### src/rtl/proc_pkg.sv
// Shared opcode, ALU-code and step definitions for the 16-bit bus processor.
// The ALU imports the same ULA_* codes, so the two blocks cannot drift apart.
package proc_pkg;

  localparam logic [2:0] OP_MV  = 3'b000;
  localparam logic [2:0] OP_MVI = 3'b001;
  localparam logic [2:0] OP_ADD = 3'b010;
  localparam logic [2:0] OP_SUB = 3'b011;
  localparam logic [2:0] OP_OR  = 3'b100;
  localparam logic [2:0] OP_SLT = 3'b101;
  localparam logic [2:0] OP_SLL = 3'b110;
  localparam logic [2:0] OP_SRL = 3'b111;

  localparam logic [2:0] ULA_ADD = 3'b000;
  localparam logic [2:0] ULA_SUB = 3'b001;
  localparam logic [2:0] ULA_OR  = 3'b010;
  localparam logic [2:0] ULA_SLT = 3'b011;
  localparam logic [2:0] ULA_SLL = 3'b100;
  localparam logic [2:0] ULA_SRL = 3'b101;

  typedef enum logic [1:0] {
    T0 = 2'd0,
    T1 = 2'd1,
    T2 = 2'd2,
    T3 = 2'd3
  } step_t;

  // Only ALU opcodes reach this mapping; mv/mvi fall to the default.
  function automatic logic [2:0] ula_code(input logic [2:0] op);
    case (op)
      OP_ADD:  ula_code = ULA_ADD;
      OP_SUB:  ula_code = ULA_SUB;
      OP_OR:   ula_code = ULA_OR;
      OP_SLT:  ula_code = ULA_SLT;
      OP_SLL:  ula_code = ULA_SLL;
      OP_SRL:  ula_code = ULA_SRL;
      default: ula_code = ULA_ADD;
    endcase
  endfunction

endpackage

### src/rtl/dec3to8.sv
// 3-bit select to one-hot 8-bit decoder; all outputs low when disabled.
module dec3to8 (
  input  logic [2:0] sel_i,
  input  logic       en_i,
  output logic [7:0] onehot_o
);

  for (genvar gi = 0; gi < 8; gi++) begin : g_bit
    assign onehot_o[gi] = en_i && (sel_i == 3'(gi));
  end

endmodule

### src/rtl/unidade_controle.sv
// Multi-cycle control unit: latches a 9-bit instruction in T0 and sequences
// register, A, G and bus-driver enables over T1..T3.
module unidade_controle
  import proc_pkg::*;
#(
  parameter int N_REGS = 8
) (
  input  logic              Clock,
  input  logic              Reset,
  input  logic              Run,
  input  logic [15:0]       DIN,
  output logic              IR_in,
  output logic [N_REGS-1:0] R_in,
  output logic [N_REGS-1:0] R_out,
  output logic              A_in,
  output logic              G_in,
  output logic              G_out,
  output logic              DIN_out,
  output logic [2:0]        sinal_ULA,
  output logic              Done
);

  step_t       step_q, step_d;
  logic [8:0]  ir_q;
  logic [2:0]  op, rx, ry;
  logic        rin_en, rout_en;
  logic [2:0]  rin_sel, rout_sel;
  logic        unused_din;

  assign op = ir_q[8:6];
  assign rx = ir_q[5:3];
  assign ry = ir_q[2:0];
  // Only the low 9 bits carry the instruction; the immediate goes straight to the bus.
  assign unused_din = ^DIN[15:9];

  always_ff @(posedge Clock) begin
    if (Reset) begin
      step_q <= T0;
      ir_q   <= '0;
    end else begin
      step_q <= step_d;
      if (IR_in) ir_q <= DIN[8:0];
    end
  end

  always_comb begin
    step_d    = step_q;
    IR_in     = 1'b0;
    A_in      = 1'b0;
    G_in      = 1'b0;
    G_out     = 1'b0;
    DIN_out   = 1'b0;
    sinal_ULA = 3'b000;
    Done      = 1'b0;
    rin_en    = 1'b0;
    rout_en   = 1'b0;
    rin_sel   = rx;
    rout_sel  = ry;
    case (step_q)
      T0: begin
        IR_in = Run;
        if (Run) step_d = T1;
      end
      T1: begin
        if (op == OP_MV) begin
          rout_en = 1'b1;
          rin_en  = 1'b1;
          Done    = 1'b1;
          step_d  = T0;
        end else if (op == OP_MVI) begin
          DIN_out = 1'b1;
          rin_en  = 1'b1;
          Done    = 1'b1;
          step_d  = T0;
        end else begin
          rout_sel = rx;
          rout_en  = 1'b1;
          A_in     = 1'b1;
          step_d   = T2;
        end
      end
      T2: begin
        rout_en   = 1'b1;
        G_in      = 1'b1;
        sinal_ULA = ula_code(op);
        step_d    = T3;
      end
      T3: begin
        G_out  = 1'b1;
        rin_en = 1'b1;
        Done   = 1'b1;
        step_d = T0;
      end
    endcase
    // Reset silences every control line, including the one-hot decoders.
    if (Reset) begin
      IR_in     = 1'b0;
      A_in      = 1'b0;
      G_in      = 1'b0;
      G_out     = 1'b0;
      DIN_out   = 1'b0;
      sinal_ULA = 3'b000;
      Done      = 1'b0;
      rin_en    = 1'b0;
      rout_en   = 1'b0;
    end
  end

  dec3to8 u_dec_rin (
    .sel_i    (rin_sel),
    .en_i     (rin_en),
    .onehot_o (R_in)
  );

  dec3to8 u_dec_rout (
    .sel_i    (rout_sel),
    .en_i     (rout_en),
    .onehot_o (R_out)
  );

endmodule

### config.mk
export PLATFORM = sky130hd
export DESIGN_NAME = unidade_controle
export DESIGN_NICKNAME = d
export VERILOG_FILES = /design/src/rtl/proc_pkg.sv /design/src/rtl/dec3to8.sv /design/src/rtl/unidade_controle.sv
export SDC_FILE = /design/constraint.sdc
export NUM_CORES = 1
export LEC_CHECK = 0
export BUFFER_PORTS_ARGS = -buffer_cell sky130_fd_sc_hd__buf_2
export CORE_MARGIN = 2
export CORE_UTILIZATION = 39
export DETAILED_ROUTE_END_ITERATION = 10
export PLACE_DENSITY = 0.76
export SLEW_MARGIN = 20
export SYNTH_ARGS = -nofsm -noshare
export SYNTH_HDL_FRONTEND = slang
export SYNTH_HIERARCHICAL = 1
export SYNTH_SLANG_ARGS = --single-unit
### constraint.sdc
create_clock -name Clock -period 1.8 [get_ports Clock]
set_clock_uncertainty 0.2 [all_clocks]
set_input_delay 0.09 -clock Clock [delete_from_list [all_inputs] [get_ports Clock]]
set_output_delay 0.09 -clock Clock [all_outputs]
set_load 0.01 [all_outputs]
-- Word level (Yosys, flattened, before mapping)
Cells that the tools add are included.
- bits of input ports: 19
- logic and storage cells: 76
- register bits: 11
- eq/ne operators: 24
- reduce and logical (&&, ||, !) cells: 20
- multiplexer cells: 30
- operators by type and width (kind ; number):
    3-bit == test, second input constant ; 12
    1-bit two-way mux ; 18
    1-bit logical AND ; 16
    3-bit by 2-bit == test with 1-bit output, second input constant ; 5
    3-bit two-way mux ; 5
    3-bit one-hot mux with 5 select lines ; 1
    3-bit by 1-bit == test with 1-bit output, second input constant ; 3
    3-bit zero test ; 3
    2-bit one-hot mux with 4 select lines ; 1
    2-bit two-way mux ; 3
    2-bit == test, second input constant ; 2
    1-bit one-hot mux with 2 select lines ; 2
    2-bit by 1-bit == test with 1-bit output, second input constant ; 1
    2-bit zero test ; 1
    2-bit inequality test, second input constant ; 1

-- Longest topological paths before layout
- depth in word-level cells: 6
- mapped depth: 6
- mapped depth without buffers: 5

-- Cells and area by module
Netlist, hierarchy kept.
- modules (own cells, without submodules) (module ; area each (µm²) ; times used ; cells an instance):
    unidade_controle ; 589.3 ; 1 ; 75
    dec3to8 ; 96.3 ; 2 ; 8

-- Worst setup path before layout
OpenSTA, ideal clock, no wires.
- path kind: flip-flop to output port
- from: register step_q[0]
- to: output port R_out[0]
- arrival time: 1.596 ns
- cell stages (with the launch flop): 6
- slack: -0.086 ns
- cells stage by stage: dfxtp_1 -> inv_1 -> ha_1 -> nor4b_1 -> nor4b_1 -> nor4b_2
- longest elaborated chain between the ends: 4
- elaborated cells between the ends (all ways): 7
- those cells by class: eq/ne: 2; mux: 3; reduce/logical: 2
- RTL lines (what ; RTL line ; RTL):
    from (decl) ; unidade_controle.sv:23 ; step_t step_q, step_d;
    from (signal assigned) ; unidade_controle.sv:41 ; step_q <= step_d;
    2-bit == test / 2-bit by 1-bit == test with 1-bit output (equally long branches) ; unidade_controle.sv:59 ; case (step_q)
    1-bit one-hot mux with 2 select lines (*) ; unidade_controle.sv:59 ;
    1-bit two-way mux (*) ; unidade_controle.sv:96 ; if (Reset) begin
    named net rout_en ; unidade_controle.sv:26 ; logic rin_en, rout_en;
    1-bit logical AND (*) ; dec3to8.sv:9 ; assign onehot_o[gi] = en_i && (sel_i == 3'(gi));
    to (decl) ; unidade_controle.sv:14 ; output logic [N_REGS-1:0] R_out,
The timed path passes the listed nets; every way through them passes the cells marked *.

==> flow_summary.toml <==
[status]
outcome = "finished, violations left"
violations = "negative setup slack"

[worst_setup_path]
rrSetupSlack_ns = 0.23
endpoint = "R_out[7]"
crit_fanout = 7
arrival_ns = 1.77
r2r_cells = 6
cp.required_ns = 1.51
end_kind = "primary output"
start_kind = "flop"
path_class = "flop to primary output"

[sta]
setup_ws_ns = -0.260
worst_pin_slew_ns = 0.359
post-route-min-period_ns = 2.06
hold_viol = 0
setup_viol = 16
relSlewSlack_pct = 76.1
slew_viol_final = 0
fin_tns_setup_ns = -2.78
finalCritPeriodShare_pct = 114
fmax_mhz = 485
rsz0062_at_grt = "true"

[cts]
cts_tree = "yes"
root_buffer = "clkbuf_4"
cts_buffers = 3
clockBufferDepth = 2
clkTransAtPathRegs_ns = 0.07
htreeDepth = 1
cts_sinks = 11
clkLatencyLatePin_ns = 0.27

[die]
fp.dieArea_um2 = 2380
dieHeight_um = 48.8
start_util_pct = 40.7
rows = 16
pin_count = 44
chipWidth_um = 48.8
core_area_um2 = 1920

[grt]
overflow = 0
grt_max_degree = 17
grt_usage_pct = 20.9
grt_pass1_wl_um = 3910
grt_pass1_vias = 876
antenna_found_initial = 0

[placement]
gp_congestion = 0.810
post-dp-hpwl_um = 1470
io_buffers = 36

[finish]
layout_common_cells = "27 x buf_2, 20 x nand2_1, 11 x buf_6"
areaGrowthSynthToFinish_pct = 77.1
fill_cells = 142
final_layout_size_suffix_gt1_share_pct = 57.4
fin_nets = 172
antenna_cells = 0
layout_commonest_cell = "buf_2"
postLayoutCoreUtil_pct = 72.1

[logic_synthesis]
seq_area_frac_synth_pct = 28.2
syn-cell-area_um2 = 782
avgSynthCellArea_um2 = 8.59
netlist-cell-type-count = 23
syn-num-nets = 114
ys_ff_latch = 11
yosysWarnings = 6
syn_inst = 91

[power_and_ir_drop]
leakage_nw = 0.637
powerDensity_nw_per_um2 = 486
ir_drop_mv = 0.366

[detailed_routing]
viasPerCell = 5.21
drcViolationCount = 0
drt_iter0_markers = 10
wirelength_um = 2520
via_count = 911
antenna_left = 0
wl_per_cell_um = 14.4
drt_pass1_iterations = 4

[flow_run]
drv_cap = 0

[worst_hold_path]
hp-class = "input port to flop"
-- synthesized netlist by cell type --
master,number,area [um2]
nor2_1,7,26.3
clkbuf_1,1,3.75
and3_1,2,12.5
and2_1,1,6.26
nor4b_1,2,17.5
ha_1,4,50.1
nor4b_2,2,30.0
a21o_1,1,7.51
o21ai_2,1,8.76
and4b_2,6,67.6
a211oi_1,1,7.51
nor2_2,1,6.26
nor2b_1,3,18.8
dfxtp_1,11,220
and4bb_2,6,75.1
buf_2,1,5.00
mux2_2,4,45.0
o21ai_0,1,5.00
inv_1,3,11.3
a21oi_1,9,45.0
nand2_1,21,78.8
and4_2,2,20.0
nor2b_4,1,13.8
-- per-stage QoR --
stage,worst slack [ns],power [mW],cell area [um2],hold slack (ns),instances
floorplan,0.0598,0.377,788,-0.0372,91
global placement,-0.0715,0.417,1020,0.132,155
detailed placement,-0.236,0.425,1020,0.142,155
CTS,-0.240,0.651,1340,0.000271,173
global route,-0.321,0.705,1390,0.0321,175
finish,-0.260,0.673,1390,0.0134,175
-- layer usage --
| metal | vias up | track usage, % | share of wire, % |
|---|---|---|---|
| li1 | 442 | - | - |
| met1 | 419 | 25.7 | 44 |
| met2 | 40 | 35.8 | 51 |
| met3 | 10 | 1.84 | 3.6 |
| met4 | 0 | 11.9 | 1.9 |
| met5 | - | 0 | 0 |
-- cell families after synthesis --
kind of cell	count (synthesis)	synth area share, %
mux	4	5.76
simple gates	54	47.7
buf+inv	5	2.56
compound gates	13	9.44
flops	11	28.2
fa+ha+maj	4	6.40
-- power breakdown --
part | internal, mW | switching, mW | leakage, nW
Combinational | 0.106 | 0.0991 | 0.530
Sequential | 0.261 | 0.0318 | 0.0918
Clock | 0.0860 | 0.0886 | 0.0150
Total | 0.453 | 0.220 | 0.637
-- worst min path at each step --
stage,from,end,slack [ns],cells after the start
final,Reset,ir_q[4]$_SDFFE_PP0P_,0.01,2
after detailed placement,DIN[1],ir_q[1]$_SDFFE_PP0P_,0.14,3
after global routing,Reset,ir_q[4]$_SDFFE_PP0P_,0.03,2
after floorplan,Reset,step_q[0]$_SDFFE_PP0P_,-0.04,1
after global placement,DIN[1],ir_q[1]$_SDFFE_PP0P_,0.13,3
after CTS,Reset,ir_q[4]$_SDFFE_PP0P_,0.0003,2
-- area by class of cell --
type	count	area [um2]	area share (%)
Tap cell	27	33.8	2.44
Multi-Input combinational cell	76	681	49.1
Clock buffer	4	26.3	1.90
Sequential cell	11	226	16.4
Timing Repair Buffer	54	404	29.2
Inverter	3	13.8	0.994
-- worst max-delay path: stages, from the launching register on --
cell	delay, ns
dfxtp_2	0.33
buf_4	0.14
ha_4	0.17
nor4b_4	0.25
nor4b_4	0.08
buf_4	0.17
and4_2	0.23
buf_6	0.12
-- state kept, by name (all words and copies together) (netlist names), named ones only --
signal and flops:
step_q 1, ir_q 9
-- timing repair --
item / 4_1_cts / 5_1_grt
buffers inserted: 3 / 2
hold buffers: 10 / 0
endpoints found under the setup margin: 20 / 21
gates resized for setup: 33 / 6
hold endpoints to repair: 10 / 0
cloned: 1 / 0
pin swaps: 5 / 1
Power figures use the tool's default switching activity.
